<file path="src/rtl/rs232_rx_fifo_if.sv">
// Read-side bus of the RS232 receive FIFO: head entry, ready flag, pop strobe and overrun flag.
// master = the bus agent that reads entries and pops them; slave = the receiver that owns the FIFO.
// Ports: done/clr_ovf (master->slave), rdy/data/perr/ferr/ovf (slave->master).
interface rs232_rx_fifo_if #(
    parameter int DATA_BITS = 8
);
    logic                 done;
    logic                 clr_ovf;
    logic                 rdy;
    logic [DATA_BITS-1:0] data;
    logic                 perr;
    logic                 ferr;
    logic                 ovf;

    modport master (
        output done, clr_ovf,
        input  rdy, data, perr, ferr, ovf
    );

    modport slave (
        input  done, clr_ovf,
        output rdy, data, perr, ferr, ovf
    );
endinterface

</file>
<file path="src/rtl/rs232_rx_fifo.sv">
// RS232 receiver (5..9 data bits, optional parity, 1/2 stop bits, run-time divisor) into a FIFO.
// Latency: entry visible (rdy) one cycle after the final stop-bit mid-sample; a pop shows the next entry one cycle later.
// Backpressure: none on the line; a frame arriving while the FIFO is full (and not popped) is dropped and sets sticky ovf.
//
// Ports:
//   clk, rst        clock and asynchronous active-low reset
//   RxD             serial input, asynchronous, idle high
//   divisor         bit period minus 1 in clk cycles (values below 3 behave as 3)
//   parity_en/odd   parity bit present / odd parity select
//   two_stop        check a second stop bit
//   bus (slave)     done/clr_ovf in; rdy, data, perr, ferr, ovf out (head is first-word fall-through)
module rs232_rx_fifo #(
    parameter int DATA_BITS  = 8,
    parameter int FIFO_DEPTH = 4,
    parameter int DIV_W      = 12
) (
    input  logic             clk,
    input  logic             rst,
    input  logic             RxD,
    input  logic [DIV_W-1:0] divisor,
    input  logic             parity_en,
    input  logic             parity_odd,
    input  logic             two_stop,
    rs232_rx_fifo_if.slave   bus
);
    localparam int AW  = $clog2(FIFO_DEPTH);
    localparam int BCW = $clog2(DATA_BITS);
    localparam int EW  = DATA_BITS + 2;

    typedef enum logic [2:0] {IDLE, START, DATA, PARITY, STOP1, STOP2} state_t;

    state_t               state, state_n;
    logic                 s1, s2;
    logic [DIV_W-1:0]     tick, div_l;
    logic [BCW-1:0]       bit_idx;
    logic [DATA_BITS-1:0] shreg;
    logic                 perr_r, ferr_r;
    logic                 pen_l, podd_l, two_l;

    logic start_det, mid, wrap, last_bit;
    logic cfg_load, shift_en, par_en, stop1_en, bit_clr, bit_inc;
    logic push, push_ferr;

    // Two-flop synchroniser; idle-high reset value avoids a fake start edge out of reset.
    always_ff @(posedge clk or negedge rst) begin
        if (!rst) begin
            s1 <= 1'b1;
            s2 <= 1'b1;
        end else begin
            s1 <= RxD;
            s2 <= s1;
        end
    end

    assign start_det = s2 & ~s1;
    assign mid       = (tick == (div_l >> 1));
    assign wrap      = (tick == div_l);
    assign last_bit  = (bit_idx == BCW'(DATA_BITS - 1));

    always_ff @(posedge clk or negedge rst) begin
        if (!rst) state <= IDLE;
        else      state <= state_n;
    end

    always_comb begin
        state_n   = state;
        cfg_load  = 1'b0;
        shift_en  = 1'b0;
        par_en    = 1'b0;
        stop1_en  = 1'b0;
        bit_clr   = 1'b0;
        bit_inc   = 1'b0;
        push      = 1'b0;
        push_ferr = ferr_r;
        case (state)
            IDLE: begin
                if (start_det) begin
                    cfg_load = 1'b1;
                    state_n  = START;
                end
            end
            START: begin
                // Line back high at the start-bit centre: a glitch, not a frame.
                if (mid && s2) begin
                    state_n = IDLE;
                end else if (wrap) begin
                    bit_clr = 1'b1;
                    state_n = DATA;
                end
            end
            DATA: begin
                shift_en = mid;
                if (wrap) begin
                    if (last_bit) state_n = pen_l ? PARITY : STOP1;
                    else          bit_inc = 1'b1;
                end
            end
            PARITY: begin
                par_en = mid;
                if (wrap) state_n = STOP1;
            end
            STOP1: begin
                stop1_en  = mid;
                push_ferr = ~s2;
                // Leave on the mid-sample so a start edge half a bit later is still seen.
                if (mid && !two_l) begin
                    push    = 1'b1;
                    state_n = IDLE;
                end else if (wrap) begin
                    state_n = STOP2;
                end
            end
            STOP2: begin
                push_ferr = ferr_r | ~s2;
                if (mid) begin
                    push    = 1'b1;
                    state_n = IDLE;
                end
            end
            default: state_n = IDLE;
        endcase
    end

    always_ff @(posedge clk or negedge rst) begin
        if (!rst) begin
            tick    <= '0;
            div_l   <= DIV_W'(3);
            pen_l   <= 1'b0;
            podd_l  <= 1'b0;
            two_l   <= 1'b0;
            bit_idx <= '0;
            shreg   <= '0;
            perr_r  <= 1'b0;
            ferr_r  <= 1'b0;
        end else begin
            if (cfg_load) begin
                tick   <= '0;
                // Below 3 the mid-sample and wrap would collide with the synchroniser delay.
                div_l  <= (divisor < DIV_W'(3)) ? DIV_W'(3) : divisor;
                pen_l  <= parity_en;
                podd_l <= parity_odd;
                two_l  <= two_stop;
                perr_r <= 1'b0;
                ferr_r <= 1'b0;
            end else if (state != IDLE) begin
                tick <= wrap ? '0 : tick + DIV_W'(1);
            end
            if (bit_clr)      bit_idx <= '0;
            else if (bit_inc) bit_idx <= bit_idx + BCW'(1);
            if (shift_en) shreg  <= {s2, shreg[DATA_BITS-1:1]};
            if (par_en)   perr_r <= ((^shreg) ^ s2) != podd_l;
            if (stop1_en) ferr_r <= ~s2;
        end
    end

    // Receive FIFO: entries are {ferr, perr, data}; pointers carry one wrap bit.
    logic [EW-1:0] mem [FIFO_DEPTH];
    logic [AW:0]   wr_ptr, rd_ptr, wr_ptr_n, rd_ptr_n;
    logic [EW-1:0] push_word, head_q, head_n;
    logic          empty, full, pop, push_ok, overflow, ovf_q;

    assign push_word = {push_ferr, perr_r, shreg};
    assign empty     = (wr_ptr == rd_ptr);
    assign full      = (wr_ptr[AW] != rd_ptr[AW]) && (wr_ptr[AW-1:0] == rd_ptr[AW-1:0]);
    assign pop       = bus.done & ~empty;
    assign push_ok   = push & (~full | pop);
    assign overflow  = push & full & ~pop;
    assign rd_ptr_n  = rd_ptr + (AW+1)'(pop);
    assign wr_ptr_n  = wr_ptr + (AW+1)'(push_ok);

    always_ff @(posedge clk) begin
        if (push_ok) mem[wr_ptr[AW-1:0]] <= push_word;
    end

    // Head register holds the last popped entry while empty; when the next head is the
    // entry being written this cycle, take it straight from the push word.
    always_comb begin
        head_n = head_q;
        if (rd_ptr_n != wr_ptr_n) begin
            if (push_ok && (rd_ptr_n == wr_ptr)) head_n = push_word;
            else                                 head_n = mem[rd_ptr_n[AW-1:0]];
        end
    end

    always_ff @(posedge clk or negedge rst) begin
        if (!rst) begin
            wr_ptr <= '0;
            rd_ptr <= '0;
            head_q <= '0;
            ovf_q  <= 1'b0;
        end else begin
            wr_ptr <= wr_ptr_n;
            rd_ptr <= rd_ptr_n;
            head_q <= head_n;
            // A new overrun wins over a simultaneous clear.
            if (overflow)         ovf_q <= 1'b1;
            else if (bus.clr_ovf) ovf_q <= 1'b0;
        end
    end

    assign bus.rdy = ~empty;
    assign bus.ovf = ovf_q;
    assign {bus.ferr, bus.perr, bus.data} = head_q;
endmodule

</file>
<file path="src/flat_wrapper.sv">
// flat-port wrapper written by rule: the top's interface ports become plain ports
module rs232_rx_fifo_flat 
#(
    parameter int DATA_BITS  = 8,
    parameter int FIFO_DEPTH = 4,
    parameter int DIV_W      = 12
)
  (clk, rst, RxD, divisor, parity_en, parity_odd, two_stop, bus_done, bus_clr_ovf, bus_rdy, bus_data, bus_perr, bus_ferr, bus_ovf);
  rs232_rx_fifo_if #(.DATA_BITS(DATA_BITS)) bus_i ();
  input  logic clk;
  input  logic rst;
  input  logic RxD;
  input  logic [DIV_W-1:0] divisor;
  input  logic parity_en;
  input  logic parity_odd;
  input  logic two_stop;
  input wire logic [$bits(bus_i.done)-1:0] bus_done;
  input wire logic [$bits(bus_i.clr_ovf)-1:0] bus_clr_ovf;
  output wire logic [$bits(bus_i.rdy)-1:0] bus_rdy;
  output wire logic [$bits(bus_i.data)-1:0] bus_data;
  output wire logic [$bits(bus_i.perr)-1:0] bus_perr;
  output wire logic [$bits(bus_i.ferr)-1:0] bus_ferr;
  output wire logic [$bits(bus_i.ovf)-1:0] bus_ovf;
  assign bus_i.done = bus_done;
  assign bus_i.clr_ovf = bus_clr_ovf;
  assign bus_rdy = bus_i.rdy;
  assign bus_data = bus_i.data;
  assign bus_perr = bus_i.perr;
  assign bus_ferr = bus_i.ferr;
  assign bus_ovf = bus_i.ovf;
  rs232_rx_fifo #(.DATA_BITS(DATA_BITS), .FIFO_DEPTH(FIFO_DEPTH), .DIV_W(DIV_W)) u_core (.clk(clk), .rst(rst), .RxD(RxD), .divisor(divisor), .parity_en(parity_en), .parity_odd(parity_odd), .two_stop(two_stop), .bus(bus_i));
endmodule
</file>
<file path="config.mk">
export PLATFORM = sky130hd
export DESIGN_NAME = rs232_rx_fifo_flat
export DESIGN_NICKNAME = d
export VERILOG_FILES = /design/src/rtl/rs232_rx_fifo_if.sv /design/src/rtl/rs232_rx_fifo.sv /design/src/flat_wrapper.sv
export SDC_FILE = /design/constraint.sdc
export NUM_CORES = 1
export LEC_CHECK = 0
export ABC_CLOCK_PERIOD_IN_PS = 7050
export BUFFER_PORTS_ARGS = -buffer_cell sky130_fd_sc_hd__buf_2
export CAP_MARGIN = 10
export CORE_ASPECT_RATIO = 1.4
export CORE_MARGIN = 1
export CORE_UTILIZATION = 55
export CTS_CLUSTER_SIZE = 16
export DETAILED_ROUTE_END_ITERATION = 6
export GPL_ROUTABILITY_DRIVEN = 0
export PLACE_DENSITY = 0.74
export SYNTH_ARGS = -nofsm -noshare
export SYNTH_HDL_FRONTEND = slang
export SYNTH_SLANG_ARGS = --single-unit
</file>
<file path="constraint.sdc">
create_clock -name clk -period 7.05 [get_ports clk]
set_input_delay 1.41 -clock clk [delete_from_list [all_inputs] [get_ports clk]]
set_output_delay 1.41 -clock clk [all_outputs]
set_load 0.005 [all_outputs]
</file>
# Word level (Yosys, flattened, before mapping)
# Memories as Yosys holds them, arrays and structs flattened.
# Index checks and enable logic that the tools add are counted.
[totals]
output_inout_bits = 12
memories = 1
reg_bits = 62
word_cells = 110
ram_bits = 40
[op_classes]
order_cmp = 1
n_reduce_logical = 14
muxes = 40
addsub = 4
bitwise_logic = 13
n_eq_ne = 21
[memory_table]
columns = ["memory", "words", "width", "read_ports", "rd_clocked_by_memory_dff", "wr", "line_no", "source"]
rows = [
  ["u_core.mem", 4, 10, 1, 0, 1, "rs232_rx_fifo.sv:157", "logic [EW-1:0] mem [FIFO_DEPTH];"],
]
[op_table]
columns = ["cell", "n"]
rows = [
  ["$mux 12", 4],
  ["$mux 3", 12],
  ["$mux 1", 20],
  ["$pmux 3 s6", 1],
  ["$add 12x1->12 const B", 1],
  ["$eq 12x11->1", 1],
  ["$eq 12x12->1", 1],
  ["$lt 12x2->1 const B", 1],
  ["$mux 10", 1],
  ["$ne 2x1->1 const B", 5],
  ["$reduce_bool 2->1", 5],
  ["$eq 3x3->1 const B", 3],
  ["$reduce_xor 8->1", 1],
  ["$reduce_and 7->1", 1],
  ["$add 3x1->3", 2],
  ["$eq 3x2->1 const B", 2],
  ["$eq 3x3->1", 2],
  ["$ne 3x1->1 const B", 2],
  ["$and 1x1->1", 5],
  ["$not 1->1", 5],
  ["$logic_and 1x1->1", 4],
  ["$pmux 1 s2", 2],
  ["$add 3x1->3 const B", 1],
  ["$eq 3x1->1 const B", 1],
  ["8 further kinds", 10],
]

# Logic depth before layout (Yosys ltp)
[logic_depth]
ltp_word = 7
mapped_depth = 16
ltp_nobuf = 13

# Worst setup path before layout
# OpenSTA, ideal clock, no wires.
[synth_path]
path_kind = "input port to flip-flop"
start = "input bus_done"
end = "register u_core.head_q[0]"
setup_slack_ns = 3.608
t_required_ns = 6.913
setup_time_ns = 0.137
t_arrival_ns = 3.305
path_stages = 11
cell_sequence = "nor4_1 or2_1 inv_2 ha_1 ha_1 xor2_1 xor2_1 or3_1 clkbuf_1 nor2_1 a21oi_1"
[synth_between]
elab_chain_cells = 5
elab_cells_between_ends = 10
[synth_lines]
columns = ["item", "line_no", "source"]
rows = [
  ["start, declared", "flat_wrapper.sv:17", "input wire logic [$bits(bus_i.done)-1:0] bus_done;"],
  ["$and 1x1->1", "rs232_rx_fifo.sv:165", "assign pop = bus.done & ~empty;"],
  ["$or 1x1->1", "rs232_rx_fifo.sv:166", "assign push_ok = push & (~full | pop);"],
  ["$and 1x1->1", "rs232_rx_fifo.sv:166", ""],
  ["$add 3x1->3", "rs232_rx_fifo.sv:169", "assign wr_ptr_n = wr_ptr + (AW+1)'(push_ok);"],
  ["named net u_core.wr_ptr_n[2]", "rs232_rx_fifo.sv:158", "logic [AW:0] wr_ptr, rd_ptr, wr_ptr_n, rd_ptr_n;"],
  ["$ne 3x3->1", "rs232_rx_fifo.sv:179", "if (rd_ptr_n != wr_ptr_n) begin"],
  ["end signal, assigned", "rs232_rx_fifo.sv:194", "head_q <= head_n;"],
  ["end, declared", "rs232_rx_fifo.sv:159", "logic [EW-1:0] push_word, head_q, head_n;"],
]
# The timed path passes the listed nets, and every way through them passes these cells.
# A chain may end at the register's enable or synchronous reset.

# Worst setup path after layout
[layout_path]
start = "register u_core.tick[6]"
end = "register u_core.head_q[7]"
[layout_between]
elab_chain_cells = 7
elab_cells_between_ends = 10
[layout_lines]
columns = ["item", "line_no", "source"]
rows = [
  ["start, declared", "rs232_rx_fifo.sv:34", "logic [DIV_W-1:0] tick, div_l;"],
  ["start signal, assigned", "rs232_rx_fifo.sv:146", "tick <= wrap ? '0 : tick + DIV_W'(1);"],
  ["$eq 12x11->1 (*)", "rs232_rx_fifo.sv:56", "assign mid = (tick == (div_l >> 1));"],
  ["$logic_and 1x1->1", "rs232_rx_fifo.sv:106", "if (mid && !two_l) begin"],
  ["$mux 1", "rs232_rx_fifo.sv:106", ""],
  ["$pmux 1 s2 (*)", "rs232_rx_fifo.sv:75", "case (state)"],
  ["$and 1x1->1 (*)", "rs232_rx_fifo.sv:166", ""],
  ["$add 3x1->3 (*)", "rs232_rx_fifo.sv:169", ""],
  ["named net u_core.wr_ptr_n[2]", "rs232_rx_fifo.sv:158", ""],
  ["$ne 3x3->1 (*)", "rs232_rx_fifo.sv:179", ""],
]
# Mark *: on every way through the listed nets, which the timed path passes. The rest lies on a longest branch.

==> flow_metrics.py <==
metrics = {
    "clock_tree": {
        "cts_hold_buf": 0,
        "clock-sinks": 102,
        "cts-root-buf": "clkbuf_16",
        "path_clk_slew_ns": 0.07,
        "ctsLongestPathBuffers": 2,
        "clkLatencyLatePin_ns": 0.35,
        "numCtsBuffers": 9,
        "cts.htree.levels": 3,
        "cts_tree": "built",
        "cts_setup_buffers": 0,
        "cts-resized-gates": 0,
    },
    "setup_path": {
        "timing.rr.end": "u_core.head_q[7]$_DFFE_PN0P_",
        "cpPeakStageDelay_ns": 0.64,
        "required_ns": 7.25,
        "crit_fanout": 20,
        "cp.arrival_ns": 3.95,
        "start_kind": "flop",
        "crit_chain": "xor2_1 -> or4_4 -> nor3_4 -> nand2_1 -> or2_1 -> inv_2 -> ha_1 -> ha_1 -> xor2_1 -> xor2_1 -> or3_1 -> nor2_1 -> a21oi_1",
        "worstSetupPathType": "flop to flop",
        "startpoint": "u_core.tick[6]$_DFFE_PN0P_",
        "reg2reg_depth": 13,
        "slowest_stage": "or3_1",
        "cpMostUsedCell": "xor2_1",
        "crit_path_end_kind": "flop",
        "r2r_start": "u_core.tick[6]$_DFFE_PN0P_",
        "crit_end": "u_core.head_q[7]$_DFFE_PN0P_",
        "r2r_slack_ns": 3.31,
    },
    "timing": {
        "fin_crit_ns": 3.74,
        "hold_ws_ns": 0.371,
        "max-slew-margin-rel_pct": 42.7,
        "fmax_mhz": 267,
        "final_hold_viol_count": 0,
        "fin_crit_sh_pct": 53.1,
        "rsz0062_at_grt": "no",
        "tns_ns": 0,
        "worstMarginPinSlew_ns": 0.858,
        "fin_skew_ns": 0.00525,
        "setup_ws_ns": 3.31,
        "finalSetupViolCount": 0,
        "slew_viol_final": 0,
    },
    "detailed_routing": {
        "dr.pass1.iters": 4,
        "ant_nets": 0,
        "avgRoutedWirePerCell_um": 15.8,
        "drt_iter0_drc": 135,
        "via_per_inst": 5.68,
        "vias": 2977,
        "drc": 0,
        "wl_mm": 8.30,
    },
    "floorplan": {
        "ios": 32,
        "die_w_um": 80.7,
        "dieArea_mm2": 0.00906,
        "rows": 39,
        "start_util_pct": 57.5,
        "core_area_mm2": 0.00830,
        "die-height_um": 112,
    },
    "pwr": {
        "p_leak_nw": 2.27,
        "finalPower_w": 0.00207,
        "p_per_area_mw_per_mm2": 390,
        "peakVddDrop_mv": 0.229,
    },
    "yosys": {
        "avgSynthCellArea_um2": 12.2,
        "ys.flop_type": "dfrtp_1",
        "synth_top_area_share_pct": 30.4,
        "synth_edf_count": 40,
        "yosys-top-cells-count": "58 x dfrtp_1, 50 x nand2_1, 40 x edfxtp_1, 32 x xnor2_1, 21 x nor2_1",
        "yosysMostFrequentCell": "dfrtp_1",
        "ys.warnings.count": 0,
        "synth.ff_latch_count": 102,
        "synthTopCellsByArea": "dfrtp_1 30%, edfxtp_1 25%, xnor2_1 5.9%",
        "synth.distinct_cells": 48,
        "async_flop_share_pct": 60.8,
        "synthCells": 391,
        "synth_area_mm2": 0.00477,
        "synth_area_leader_cell": "dfrtp_1",
        "synth_nets": 418,
        "ys_seq_area_share_pct": 57.8,
    },
    "grt": {
        "track_usage_pct": 20.8,
        "gr-total-overflow": 0,
        "grt_pass1_wl_mm": 14.0,
        "first_global_vias": 3047,
        "grt_max_degree": 63,
        "antenna_found_initial": 0,
    },
    "final_layout": {
        "final_nets": 444,
        "antennaDiodeCount": 0,
        "final_util_pct": 63.9,
        "drive_gt1_share_pct": 18.5,
        "area_growth_pct": 11.1,
        "nFillCells": 646,
        "regArea_mm2": 0.00276,
        "multi_input_area_mm2": 0.00192,
    },
    "worst_hold_path": {
        "worstHoldStart": "u_core.s1$_DFF_PN1_",
        "hold_path_class": "flop to flop",
        "hold_depth": 0,
    },
    "run": {
        "cap_violations": 0,
    },
    "placed_design": {
        "dpl.hpwl_mm": 5.99,
        "port_buffers": 31,
        "dp_slack_ns": 3.06,
    },
    "outcome": {
        "status": "finished, final reports clean",
    },
}
power by group:
group / internal, W / switching (W)
combinational: 0.000355 / 0.000355
sequential: 0.000734 / 0.000125
clock: 0.000278 / 0.000218
worst max-delay path, delay by kind of cell (launching register included):
kind | cells | cell delay, ns
flops | 1 | 0.45
simple gates | 6 | 2.25
compound gates | 1 | 0.05
buf+inv | 1 | 0.08
xor+xnor | 3 | 0.48
fa+ha+maj | 2 | 0.28
through the flow:
stage	instance area (um2)	cells
after floorplan	4770	391
after global placement	5000	508
after detailed placement	5000	508
after CTS	5300	524
after global routing	5300	524
final	5300	524
how the worst min path moves through the flow:
stage,to,slack (ns)
after floorplan,u_core.s2$_DFF_PN1_,0.35
after global placement,u_core.s2$_DFF_PN1_,0.36
after detailed placement,u_core.s2$_DFF_PN1_,0.36
after CTS,u_core.s2$_DFF_PN1_,0.37
after global routing,u_core.s2$_DFF_PN1_,0.38
final,u_core.s2$_DFF_PN1_,0.37
state kept, by name, summed over array words and instances (netlist names):
| register | flops |
|---|---|
| u_core.bit_idx | 3 |
| u_core.bus.ovf | 1 |
| u_core.div_l | 12 |
| u_core.ferr_r | 1 |
| u_core.head_q | 10 |
| u_core.mem | 40 |
| u_core.pen_l | 1 |
| u_core.perr_r | 1 |
| u_core.podd_l | 1 |
| u_core.rd_ptr | 3 |
| u_core.s1 | 1 |
| u_core.s2 | 1 |
| u_core.shreg | 8 |
| u_core.state | 3 |
| u_core.tick | 12 |
| u_core.two_l | 1 |
| u_core.wr_ptr | 3 |
cell families after synthesis:
group | after synthesis | share of synthesized area (%)
fa+ha+maj | 7 | 1.84
simple gates | 130 | 13.4
flops | 102 | 57.8
compound gates | 50 | 6.63
mux | 31 | 9.36
buf+inv | 23 | 2.20
xor+xnor | 48 | 8.81
per-layer routing:
| metal | global-route usage (%) | wire, um |
|---|---|---|
| met1 | 23.1 | 3380 |
| met3 | 2.93 | 167 |
| met4 | 14.0 | 350 |
| met2 | 36.2 | 4410 |
| met5 | 0 | 0 |
final cells by class:
class	instances	area share [%]
Sequential cell	102	52.0
Multi-Input combinational cell	266	36.3
Clock buffer	10	4.32
Timing Repair Buffer	34	3.35
Tap cell	102	2.41
Clock inverter	6	1.30
Inverter	4	0.283
cells in the final DEF, fill, tap and decap left out, types with 3 or more instances in the layout:
cell	Yosys	layout
dfrtp_1	58	58
nand2_1	50	50
edfxtp_1	40	40
xnor2_1	32	32
buf_2	3	31
nor2_1	21	21
o21ai_0	20	20
xor2_1	16	16
a21oi_1	14	14
nor3_1	13	12
mux2i_1	12	12
mux4_2	10	10
mux2_2	9	9
clkbuf_16	0	9
and3_1	8	8
ha_1	7	7
nand4_1	6	6
nand3_1	6	6
a22o_1	4	4
dfstp_2	4	4
or3_1	3	3
and2_1	3	3
nor4_1	3	3
nand2b_1	3	3
nor2b_1	3	3
buf_4	0	3
(Power assumes the default switching activity.)
